### config.mk
export PLATFORM = sky130hd
export DESIGN_NAME = ps2_key_receiver
export DESIGN_NICKNAME = d
export VERILOG_FILES = /design/src/rtl/ps2_pkg.sv /design/src/rtl/ps2_event_fifo.sv /design/src/rtl/ps2_key_receiver.sv
export SDC_FILE = /design/constraint.sdc
export NUM_CORES = 1
export LEC_CHECK = 0
export BUFFER_PORTS_ARGS = -buffer_cell sky130_fd_sc_hd__buf_2
export CAP_MARGIN = 20
export CORE_MARGIN = 4
export CORE_UTILIZATION = 40
export DETAILED_ROUTE_END_ITERATION = 12
export HOLD_SLACK_MARGIN = 0.02
export PLACE_DENSITY = 0.65
export SLEW_MARGIN = 30
export SYNTH_ARGS = -nofsm -noshare
export SYNTH_HDL_FRONTEND = slang
export SYNTH_SLANG_ARGS = --single-unit
### constraint.sdc
create_clock -name clk -period 2.59 [get_ports clk]
set_input_delay 0.518 -clock clk [delete_from_list [all_inputs] [get_ports clk]]
set_output_delay 0.518 -clock clk [all_outputs]
set_load 0.1 [all_outputs]
### src/rtl/ps2_pkg.sv
// ps2_pkg: shared receiver FSM states, PS/2 prefix codes and the queued key-event layout.
package ps2_pkg;
   typedef enum logic [1:0] {IDLE, DATA, PARITY, STOP} state_t;
   localparam logic [7:0] BREAK_CODE = 8'hF0;
   localparam logic [7:0] EXT_CODE = 8'hE0;
   typedef struct packed {
      logic       ext;
      logic       brk;
      logic [7:0] code;
   } event_t;
endpackage

### src/rtl/ps2_event_fifo.sv
// ps2_event_fifo: key-event FIFO; drops on full unless a pop frees a slot, head held while empty.
module ps2_event_fifo #(
   parameter int DEPTH = 4,
   parameter int WIDTH = 10
) (
   input  logic             clk,
   input  logic             reset,
   input  logic             push,
   input  logic [WIDTH-1:0] din,
   input  logic             pop,
   output logic [WIDTH-1:0] dout,
   output logic             valid,
   output logic             overflow
);
   localparam int AW = $clog2(DEPTH);
   logic [WIDTH-1:0] mem [DEPTH];
   logic [WIDTH-1:0] hold;
   logic [AW-1:0] wptr, rptr;
   logic [AW:0] count;
   logic full, wr, rd;
   assign valid = count != '0;
   assign full = count == (AW+1)'(DEPTH);
   assign rd = pop && valid;
   assign wr = push && (!full || rd);
   assign dout = valid ? mem[rptr] : hold;
   always_ff @(posedge clk)
      if (wr) mem[wptr] <= din;
   always_ff @(posedge clk or posedge reset)
      if (reset) begin
         wptr <= '0;
         rptr <= '0;
         count <= '0;
         hold <= '0;
         overflow <= 1'b0;
      end else begin
         if (wr) wptr <= wptr + 1'b1;
         if (rd) rptr <= rptr + 1'b1;
         count <= count + (AW+1)'(wr) - (AW+1)'(rd);
         if (valid) hold <= mem[rptr];
         overflow <= push && full && !rd;
      end
endmodule

### src/rtl/ps2_key_receiver.sv
// ps2_key_receiver: PS/2 frame decoder folding E0/F0 prefixes into queued key events.
// Define PS2_PARITY_CHECK_EN to reject frames whose odd parity is wrong.
module ps2_key_receiver
   import ps2_pkg::*;
#(
   parameter int FIFO_DEPTH = 4,
   parameter int TIMEOUT_CYCLES = 50000,
   parameter int SYNC_STAGES = 2
) (
   input  logic       clk,
   input  logic       reset,
   input  logic       ps2clk,
   input  logic       data,
   output logic [7:0] keycode,
   output logic       extended,
   output logic       released,
   output logic       valid,
   input  logic       ready,
   output logic       idle,
   output logic       frame_err,
   output logic       overflow
);
   localparam int TW = $clog2(TIMEOUT_CYCLES + 1);
`ifdef PS2_PARITY_CHECK_EN
   localparam bit PAR_CHK = 1'b1;
`else
   localparam bit PAR_CHK = 1'b0;
`endif
   logic [SYNC_STAGES-1:0] clk_sync, dat_sync;
   logic clk_prev, fall, din, par, byte_done, pend_ext, pend_brk, timeout, stop_ok, push;
   logic [7:0] shreg;
   logic [2:0] bitcnt;
   logic [TW-1:0] tocnt;
   state_t state, state_nx;
   event_t ev_in, ev_out;
   assign fall = clk_prev & ~clk_sync[SYNC_STAGES-1];
   assign din = dat_sync[SYNC_STAGES-1];
   assign idle = state == IDLE;
   assign timeout = !idle && tocnt == TW'(TIMEOUT_CYCLES);
   assign stop_ok = din && (!PAR_CHK || ^{shreg, par});
   // shreg stays untouched in IDLE, so it still holds the finished byte one cycle after STOP
   assign push = byte_done && shreg != BREAK_CODE && shreg != EXT_CODE;
   assign ev_in = '{ext: pend_ext, brk: pend_brk, code: shreg};
   assign keycode = ev_out.code;
   assign extended = ev_out.ext;
   assign released = ev_out.brk;
   always_comb begin
      state_nx = state;
      if (timeout) state_nx = IDLE;
      else if (fall)
         case (state)
            IDLE:    state_nx = din ? IDLE : DATA;
            DATA:    state_nx = bitcnt == 3'd7 ? PARITY : DATA;
            PARITY:  state_nx = STOP;
            default: state_nx = IDLE;
         endcase
   end
   always_ff @(posedge clk or posedge reset)
      if (reset) begin
         clk_sync <= '1;
         dat_sync <= '1;
         clk_prev <= 1'b1;
         state <= IDLE;
         shreg <= '0;
         bitcnt <= '0;
         par <= 1'b0;
         tocnt <= '0;
         byte_done <= 1'b0;
         frame_err <= 1'b0;
         pend_ext <= 1'b0;
         pend_brk <= 1'b0;
      end else begin
         clk_sync <= {clk_sync[SYNC_STAGES-2:0], ps2clk};
         dat_sync <= {dat_sync[SYNC_STAGES-2:0], data};
         clk_prev <= clk_sync[SYNC_STAGES-1];
         state <= state_nx;
         tocnt <= (fall || idle) ? '0 : tocnt + 1'b1;
         if (fall && state == IDLE) bitcnt <= '0;
         if (fall && state == DATA) begin
            shreg <= {din, shreg[7:1]};
            bitcnt <= bitcnt + 3'd1;
         end
         if (fall && state == PARITY) par <= din;
         byte_done <= fall && state == STOP && stop_ok && !timeout;
         frame_err <= timeout || (fall && state == STOP && !stop_ok);
         if (timeout) begin
            shreg <= '0;
            bitcnt <= '0;
            pend_ext <= 1'b0;
            pend_brk <= 1'b0;
         end else if (byte_done) begin
            pend_brk <= shreg == BREAK_CODE ? 1'b1 : shreg == EXT_CODE ? pend_brk : 1'b0;
            pend_ext <= shreg == EXT_CODE ? 1'b1 : shreg == BREAK_CODE ? pend_ext : 1'b0;
         end
      end
   ps2_event_fifo #(.DEPTH(FIFO_DEPTH), .WIDTH(10)) u_fifo (
      .clk(clk),
      .reset(reset),
      .push(push),
      .din(ev_in),
      .pop(ready),
      .dout(ev_out),
      .valid(valid),
      .overflow(overflow)
   );
endmodule

==> results of run 1 <==
[flip-flops by register name, summed over array words and instances (netlist names)]
| name | flops |
|---|---|
| clk_sync | 2 |
| u_fifo.overflow | 1 |
| byte_done | 1 |
| u_fifo.count | 3 |
| u_fifo.rptr | 2 |
| dat_sync | 2 |
| clk_prev | 1 |
| u_fifo.mem | 40 |
| bitcnt | 3 |
| tocnt | 16 |
| pend_ext | 1 |
| pend_brk | 1 |
| state | 2 |
| u_fifo.hold | 10 |
| frame_err | 1 |
| u_fifo.wptr | 2 |
| shreg | 8 |
[per-layer routing]
metal,global-route usage (%),wire length [um]
met1,16.7,2950
met4,5.14,106
met3,3.60,272
met5,0,0
met2,19.2,3080
[cell families (layout without fill, tap and decap cells)]
family,count (synthesis),count (layout),share of synthesized area [%]
AND/OR/NAND/NOR,89,89,11.8
buffers and inverters,24,53,2.56
XOR/XNOR,17,17,3.77
AO/OA/AOI/OAI,21,21,3.13
multiplexers,22,22,9.08
flip-flops,96,96,66.0
adder cells (fa/ha/maj),11,11,3.67
[metrics by stage]
step                      TNS (ns)  hold slack [ns]  cells  area [um^2]  util [%]
after floorplan                  0            0.345    280         3960         -
after global placement           0            0.346    426         4210      43.4
after detailed placement         0            0.347    426         4210      43.4
after CTS                        0            0.223    442         4360      45.1
after global routing      -0.00979            0.238    442         4390      45.3
final                            0            0.227    442         4390      45.3
[worst max-delay path, delay by kind of cell (launching register included)]
kind,cells,cell delay (ns)
simple gates,1,0.37
flops,1,0.42
buf+inv,2,0.62
mux,1,0.24
[area by class of cell]
class / instances / area share (%)
sequential: 96 / 59.5
multi-input combinational: 160 / 28.4
tap: 133 / 3.79
timing repair buffer: 24 / 3.59
clock buffer: 13 / 3.17
inverter: 13 / 1.11
clock inverter: 3 / 0.456
[worst max-delay path by stage]
stage	from	to	slack (ns)	depth (start not counted)
after detailed placement	shreg[5]	u_fifo.mem[1][5]	0.35	4
final	u_fifo.count[1]	keycode[2]	0.07	4
after global routing	u_fifo.rptr[0]	keycode[7]	-0.005	4
after floorplan	u_fifo.count[2]	keycode[0]	0.14	3
after CTS	u_fifo.rptr[0]	keycode[4]	0.02	4
after global placement	ready	u_fifo.count[2]	0.42	6
[cells in the mapped netlist, types with 2 or more instances]
cell type / n
dfstp_2: 5
nor3b_1: 2
or3_1: 5
xnor2_1: 9
nand2_1: 21
nand3_1: 7
and2_1: 6
xor2_1: 8
a21oi_1: 14
inv_1: 13
nor3_1: 5
mux4_2: 10
mux2_2: 10
nor2_1: 21
nor2b_1: 2
buf_2: 3
nand4_1: 5
clkbuf_1: 7
or2_2: 2
dfrtp_1: 51
ha_1: 10
a22oi_1: 2
and3_1: 2
edfxtp_1: 40
o21ai_0: 2
nor4_1: 3
nand2b_1: 2
[repair_timing]
| item | in CTS | in global routing |
|---|---|---|
| setup buffers | 0 | 0 |
| gates resized for setup | 0 | 13 |
| setup endpoints to repair | 0 | 9 |
| hold endpoints to repair | 0 | 0 |
[report_power, final]
| part | switching (W) | leakage, nW | internal [W] | total (W) |
|---|---|---|---|---|
| logic | 0.00138 | 0.598 | 0.000595 | 0.00197 |
| clock network | 0.000468 | 0.0753 | 0.000349 | 0.000817 |
| registers | 0.000272 | 1.07 | 0.00192 | 0.00220 |
| total | 0.00212 | 1.75 | 0.00287 | 0.00499 |
==> impl_results.md, run 1 <==
* Total CTS buffers at 9
* Ports at 19
* Slew margin rel. at 53.5%
* Max cap viols at 0
* Worst Reg-to-Reg Cells at 6
* Power Total at 0.00499 W
* Via count of the routed design at 2129
* Final setup viols at 0
* Area contributors post-synth: dfrtp_1 32%, edfxtp_1 30%, mux4_2 5.7%
* Site row count at 36
* Die Ht at 107 um
* Initial Utilization at about two fifths
* Pwr/cell area at around 1100 nW/um^2
* Die Area at 11500 um^2
* Worst setup path category: flip-flop to output pin
* Layout area overhead at 11.0%
* Status: completed
* Multi-input logic area at 1250 um^2
* Crit-path slowest cell: dfrtp_1
* GRT overflow at 0
* CTS tree: done
* Reg-to-Reg End: u_fifo.count[2]
* CTS H-tree depth at 3
* Least-Margin Pin Slew at 0.695 ns
* Hpwl dp at 4.42 mm
* Slew Limit Fails at 0
* Required time worst endpoint at 2.07 ns
* Pre-antenna DRT Iters at 4
* CP max FO at 11
* Worst EP arrival at 2.00 ns
* Tmin final at 2.52 ns
* Commonest non-fill, non-tap cell in the layout: dfrtp_1
* DR vias/cell at 4.82
* Startpoint types: flip-flop
* Async S/R FF share, synth at 58.3%
* Root Driver: clkbuf_8
* Initial antenna violation count at 0
* Register Area at 2610 um^2
* Violation count after the first detailed-route iteration at 117
* DRC Markers at 0
* R2r startpoint: shreg[3]
* Synthesized area per cell at ~14 um^2
* Peak per-stage delay on the critical path at approximately 0.42 ns
* Ratio of cells with drive above 1 in the final layout at 21.4%
* Core region area at between 9000 and 10000 um^2
* Synth Net Count at a little under 300
* Final worst-path cycle share at 97.1%
* Port buffer count at 18
* Vias in the first global route at 2189
* Antenna cell count at 0
* Clock sinks at 96
* Area share of the leading cell type in the synthesized netlist at 32.3%
* CP endpoint kind: output pin
* Worst setup margin at approximately 0.075 ns
* Clock Path Buffers at 2
* Final Hold Vio Count at 0
* Final wirelength at 6.41 mm
* Sequential share of the synthesized area at 66.0%
* Filler Cells Inserted at around 880
* Worst hold-check path type: primary input to asynchronous set/reset pin
* Maximum VDD drop at a little under 1 mV
* Commonest cells after routing, fill and taps aside: 50 x dfrtp_1, 40 x edfxtp_1, 21 x nand2_1, 20 x nor2_1, 14 x a21oi_1
* Post-synth EDFFs at 40
* Pin count of the biggest net entering global routing at 31
* Static Leak at 1.75 nW
* Cell Chain, Critical Path: or3_1 -> buf_4 -> mux2_2 -> buf_2
* All-Layer GR Usage at 12.5%
* # hold bufs at CTS at 0
* Layout net count at 320
* Fmax at a little under 400 MHz
* Die width at 107 um
* R2R setup slack at slightly below 0.4 ns
* Pre-CTS setup slack at 0.353 ns
* Area leader, netlist: dfrtp_1
* Cell variety after synth at 40
* WL/cell at 14.5 um
* Top FF cell, synth: dfrtp_1
* Skew-Pair Late Insertion Delay at 0.36 ns
* Synthesized area at ~4000 um^2
* FF+latch count, synth at 96
* Clk pin slew, worst setup/hold paths at 0.09 ns
* Routed Antenna Nets at 0
* Synth warn at 0
* GP Congestion at 0.740
* First-pass GRT wire length at 11.0 mm
* Setup Skew at roughly 0.012 ns
* Cells after synthesis at 280
(Power assumes the default switching activity.)
==> inputs of run 2 (changes only) <==
- ABC_AREA: unset -> 1
==> run 2 against run 1 <==
Sequential power is 9% lower. Cell count is 36% higher. Combinational power is 40% higher. Worst hold slack worse by 0.0020 ns. Utilization is 3.1 points higher. First-iteration DRC count is 32% higher. Power is 16% higher. Non-clock buffer count is 10 higher. Largest cell class unchanged.
==> impl_results.md, run 2 <==
* Cell variety after synth at 31
* Async S/R FF share, synth at 58.3%
* R2R setup slack at 0.44 ns
* DR vias/cell at 4.83
* Die Area at 12100 um^2
* Port buffer count at 18
* Sequential share of the synthesized area at between 60 and 70%
* Final worst-path cycle share at 94.5%
* Via count of the routed design at 2900
* Max reg flops at 40
* Tmin final at approximately 2.4 ns
* Reg-to-Reg End: u_fifo.count[2]
* Worst hold-check path type: primary input to asynchronous set/reset pin
* CP max FO at 5
* Top FF cell, synth: dfrtp_1
* Hpwl dp at 5.40 mm
* Antenna cell count at 0
* CTS tree: done
* Worst EP arrival at 1.93 ns
* CTS H-tree depth at 3
* Clock power share at 17.4%
* Startpoint types: flip-flop
* Slew margin rel. at 57.5%
* Max cap viols at 0
* First-pass GRT wire length at 13.7 mm
* Status: completed
* Site row count at 37
* Routed Antenna Nets at 0
* Top post-synthesis cells by count: 88 x nor2_1, 52 x nand2_1, 51 x dfrtp_1, 48 x inv_1, 40 x edfxtp_1
* Violation count after the first detailed-route iteration at 154
* Top reg by flops: u_fifo.mem
* Setup Skew at 0.0102 ns
* Synth warn at 0
* GRT overflow at 0
* Initial antenna violation count at 0
* Combinational share of power at 47.8%
* Top Registers: u_fifo.mem: 40 flops, tocnt: 16 flops, u_fifo.hold: 10 flops
* Final setup viols at 0
* Skew-Pair Late Insertion Delay at around 0.36 ns
* Clock sinks at 96
* Sw power at 0.00256 W
* Fmax at around 410 MHz
* GP Congestion at 0.821
* Cell area after placement at 4700 um^2
* Area share of the leading cell type in the synthesized netlist at 30.5%
* Commonest cells after routing, fill and taps aside: 88 x nor2_1, 52 x nand2_1, 51 x dfrtp_1, 45 x inv_1, 40 x edfxtp_1
* R2r startpoint: shreg[0]
* # hold bufs at CTS at 0
* Synthesized area at approximately 4200 um^2
* Static Leak at around 2.1 nW
* Commonest non-fill, non-tap cell in the layout: nor2_1
* Worst setup path category: flip-flop to output pin
* Finished Cell Area at roughly 5000 um^2
* Slew Limit Fails at 0
* Root Driver: clkbuf_8
* Least-Margin Pin Slew at between 0.6 and 0.7 ns
* Hold slack final at around 0.23 ns
* All-Layer GR Usage at 14.7%
* WL/cell at 13.1 um
* Area leader, netlist: dfrtp_1
* Vias in the first global route at 2950
* Layout area overhead at 18.6%
* Post-synth EDFFs at 40
* Area contributors post-synth: dfrtp_1 31%, edfxtp_1 29%, nor2_1 7.9%
* Clk pin slew, worst setup/hold paths at 0.10 ns
* DRC Markers at 0
* Pin count of the biggest net entering global routing at 30
* Layout net count at 475
* RSZ-0062 raised after global routing: no
* FF+latch count, synth at 96
* Pwr/cell area at 1170 nW/um^2
* CP endpoint kind: output pin
* Cells after synthesis at between 400 and 500
* Initial Utilization at 40.8%
* Final wirelength at 7.89 mm
* Ratio of cells with drive above 1 in the final layout at 17.0%
* Core region area at just over 10000 um^2
* Pre-antenna DRT Iters at 4
* Die width at ~110 um
* Die Ht at roughly 110 um
* Synthesized area per cell at 9.88 um^2
* Maximum VDD drop at around 0.83 mV
* Most frequent cell after synthesis: nor2_1
* Ports at 19
* Synth Net Count at 439
* Total CTS buffers at 9
* Final Hold Vio Count at 0
* Clock Path Buffers at 2
* Internal at 0.00322 W
* Required time worst endpoint at just over 2 ns
* Sw Ratio at roughly 44%
* Worst Reg-to-Reg Cells at 9
* Flop pwr share at about a third
## run 2: kinds of logic (layout without fill, tap and decap cells)
group / Yosys count / after routing / share of synthesized area, %
flip-flops: 96 / 96 / 62.4
buffers and inverters: 63 / 104 / 5.84
XOR/XNOR: 4 / 4 / 0.838
adder cells (fa/ha/maj): 11 / 11 / 3.47
AND/OR/NAND/NOR: 193 / 193 / 20.1
AO/OA/AOI/OAI: 56 / 56 / 7.31
## run 2: timing repair
action | CTS | global route
cloned | 1 | 0
setup endpoints to repair | 3 | 10
gates resized for setup | 3 | 1
pin swaps | 1 | 1
hold endpoints to repair | 0 | 0
setup buffers | 1 | 4
## run 2: metal layers
| layer | part of all wire, % | vias to the layer above | track usage [%] | wire, um |
|---|---|---|---|---|
| met2 | 53 | 48 | 26.7 | 4180 |
| met4 | 0.87 | 0 | 4.31 | 69 |
| li1 | - | 1468 | - | - |
| met1 | 43 | 1377 | 17.3 | 3390 |
| met3 | 3.2 | 7 | 3.38 | 256 |
| met5 | 0 | - | 0 | 0 |
## run 2: power groups by stage
| stage | Clock (W) | Sequential [W] | Combinational (W) |
|---|---|---|---|
| 4_1_cts | 0.00105 | 0.00201 | 0.00276 |
| 5_1_grt | 0.00111 | 0.00204 | 0.00293 |
| 6_report | 0.00101 | 0.00201 | 0.00276 |
| 3_3_place_gp | 0 | 0.00201 | 0.00267 |
| 3_5_place_dp | 0 | 0.00203 | 0.00272 |
| 2_1_floorplan | 0 | 0.00198 | 0.00185 |
## run 2: worst max-delay path, stage by stage, from the launching register on
cell and delay (ns):
dfrtp_1 0.45, nor3_4 0.30, buf_4 0.18, clkinvlp_4 0.08, buf_4 0.15, a31oi_2 0.19, buf_12 0.21
## run 2: worst max path at each step
stage                     cells after the start       startpoint  slack (ns)    endpoint
after CTS                                     5  u_fifo.count[2]       0.005  keycode[1]
final                                         6  u_fifo.count[1]        0.14  keycode[6]
after global placement                        4  u_fifo.count[2]        0.46  keycode[1]
after detailed placement                      4  u_fifo.count[1]        0.39  keycode[1]
after floorplan                               4  u_fifo.count[2]       -0.29  keycode[0]
after global routing                          7  u_fifo.count[1]        0.01  keycode[4]
## run 2: metrics by stage
| step | worst slack (ns) | setup TNS, ns | instances | utilization, % | total power (W) |
|---|---|---|---|---|---|
| 2_1_floorplan | -0.287 | -1.84 | 423 | - | 0.00383 |
| 5_1_grt | 0.0107 | 0 | 600 | 48.5 | 0.00608 |
| 3_3_place_gp | 0.462 | 0 | 578 | 45.9 | 0.00468 |
| 4_1_cts | 0.00480 | 0 | 596 | 48.1 | 0.00582 |
| 3_5_place_dp | 0.387 | 0 | 578 | 45.9 | 0.00475 |
| 6_report | 0.142 | 0 | 600 | 48.5 | 0.00578 |
## run 2: cell type report
| type | count | area, um^2 |
|---|---|---|
| timing repair inverter | 1 | 7.51 |
| multi-input combinational | 264 | 1390 |
| inverter | 53 | 206 |
| clock inverter | 6 | 75.1 |
| fill | 935 | 5270 |
| sequential | 96 | 2610 |
| clock buffer | 10 | 128 |
| tap | 136 | 170 |
| timing repair buffer | 34 | 373 |
==> inputs of run 3 (changes only) <==
- CORE_UTILIZATION: 40 -> 61
- PLACE_DENSITY: 0.65 -> 0.88
==> run 3 against run 2 <==
Global-route usage increased by 5.7 points. Fmax up 1.0%. Power shrank 0.45%. Sequential share of layout area up 1.1 points. Worst setup slack improved by 0.025 ns. Wire length is 1.2% lower. Cell area down 2.1%. Clock power about the same. Critical path depth stayed put. Largest power group unchanged.
==> impl_results.md, run 3 (same netlist as run 2, synthesis figures left out) <==
* Status: completed
* Root Driver: clkbuf_8
* Clock sinks at 96
* Pin count of the biggest net entering global routing at 27
* Fmax at 413 MHz
* Final setup viols at 0
* Clock Path Buffers at 2
* Pwr/cell area at 1190 nW/um^2
* CP endpoint kind: output pin
* Top Registers: u_fifo.mem: 40 flops, tocnt: 16 flops, u_fifo.hold: 10 flops
* Pre-antenna DRT Iters at 5
* Max cap viols at 0
* Slew Limit Fails at 0
* Antenna cell count at 0
* # hold bufs at CTS at 0
* DRC Markers at 0
* Crit path buffers/inverters at 4
* Die Area at 8240 um^2
* Skew-Pair Late Insertion Delay at 0.36 ns
* RSZ-0062 raised after global routing: no
* DR vias/cell at 5.52
* Cell Chain, Critical Path: nor3_4 -> buf_4 -> clkinvlp_4 -> buf_4 -> a31oi_2 -> buf_12
* Hold slack final at 0.194 ns
* Final worst-path cycle share at 93.5%
* All-Layer GR Usage at 20.4%
* Port buffer count at 18
* CTS tree: done
* Worst setup margin at 0.167 ns
* Core region area at about 6500 um^2
* Layout area overhead at 16.2%
* Hpwl dp at 5.42 mm
* Worst hold-check path type: primary input to asynchronous set/reset pin
* Met3 wire len at 374 um
* WL/cell at 14.5 um
* Final Hold Vio Count at 0
* Layout net count at 472
* Required time worst endpoint at around 2.1 ns
* Die Ht at 90.8 um
* Setup_tns at 0 ns
* Commonest non-fill, non-tap cell in the layout: nor2_1
* CP max FO at 10
* Final wirelength at 7.79 mm
* Met1 Routed Length at approximately 3.1 mm
* Top cell family by delay on the critical path: buffers and inverters
* Register Area at about 2600 um^2
* Maximum VDD drop at 0.653 mV
* Worst setup path category: flip-flop to output pin
* First-pass GRT wire length at approximately 13 mm
* Ports at 19
* Initial antenna violation count at 0
* Vias in the first global route at 2867
* CTS H-tree depth at 3
* Multi-input logic area at 1390 um^2
* Worst EP arrival at 1.90 ns
* Clk pin slew, worst setup/hold paths at 0.10 ns
* Routed Antenna Nets at 0
* Most frequent CP cell: buf_4
* Power Total at 0.00575 W
* Setup Skew at 0.0105 ns
* Least-Margin Pin Slew at 0.566 ns
* Tmin final at 2.42 ns
* Pre-CTS setup slack at 0.416 ns
* GRT overflow at 0
* GP Congestion at 0.911
* Crit-path slowest cell: dfrtp_1
* Top Metal Used: met4
* Max reg flops at 40
* Commonest cells after routing, fill and taps aside: 88 x nor2_1, 52 x nand2_1, 51 x dfrtp_1, 45 x inv_1, 40 x edfxtp_1
* Total CTS buffers at 9
* Slew margin rel. at 62.2%
* Initial Utilization at 64.3%
* Die width at 90.8 um
* Static Leak at 2.07 nW
* Routed wl met2 at 4.20 mm
* Peak per-stage delay on the critical path at 0.44 ns
* Fin util at 74.7%
* Violation count after the first detailed-route iteration at between 150 and 200
* Via count of the routed design at 2968
* Filler Cells Inserted at 446
* Startpoint types: flip-flop
* Ratio of cells with drive above 1 in the final layout at 16.7%
* Top reg by flops: u_fifo.mem
* Site row count at 29
==> run 3: cell count changes in the layout (fill, tap and decap cells not counted), sizes merged <==
cell / delta
clkbuf: -1
buf: -3
clkinvlp: +2
clkinv: -1
==> run 3: timing repair <==
action | in CTS | in global routing
gates resized for setup | 3 | 1
cloned | 1 | 0
pin swaps | 0 | 1
buffers inserted | 1 | 3
endpoints found under the setup margin | 1 | 8
==> run 3: path summary, 6_finish.rpt <==
check	start	endpoint	slack [ns]	cells after the start
min reg2reg	dat_sync[0]	dat_sync[1]	0.36	0
max in group asynchronous	reset	clk_sync[1]	1.66	3
min in group clk	ps2clk	clk_sync[0]	0.25	1
max reg2reg	shreg[1]	u_fifo.count[2]	0.45	9
min	reset	u_fifo.rptr[1]	0.19	2
max	u_fifo.count[2]	keycode[2]	0.17	6
==> run 3: worst reg2reg max path, delay by kind of cell, from the launching register on <==
family / cells / cell delay [ns]
AND/OR/NAND/NOR: 4 / 0.61
adder cells (fa/ha/maj): 2 / 0.58
flip-flops: 1 / 0.46
buffers and inverters: 2 / 0.20
XOR/XNOR: 1 / 0.18
==> run 3: layout make-up <==
type / instances / area share [%]
multi-input combinational: 264 / 28.6
inverter: 53 / 4.25
sequential: 96 / 53.7
clock inverter: 7 / 1.75
tap: 77 / 1.98
timing repair inverter: 1 / 0.155
timing repair buffer: 31 / 6.96
clock buffer: 9 / 2.55
==> run 3: stage by stage <==
stage                     std cells  cell area [um^2]
after CTS                       535              4830
after floorplan                 423              4240
after global placement          517              4590
final                           538              4850
after global routing            538              4850
after detailed placement        517              4590
==> run 3: per-layer routing <==
metal	vias up	GRT usage, %
li1	1464	-
met1	1401	25.0
met2	90	36.3
met4	0	7.91
met3	13	3.17
met5	-	0
==> run 3: report_power, final <==
part	internal, W	switching (W)	leakage [nW]	total [W]
sequential	0.00183	0.000180	1.09	0.00201
combinational	0.000903	0.00183	0.883	0.00273
clock	0.000466	0.000547	0.100	0.00101
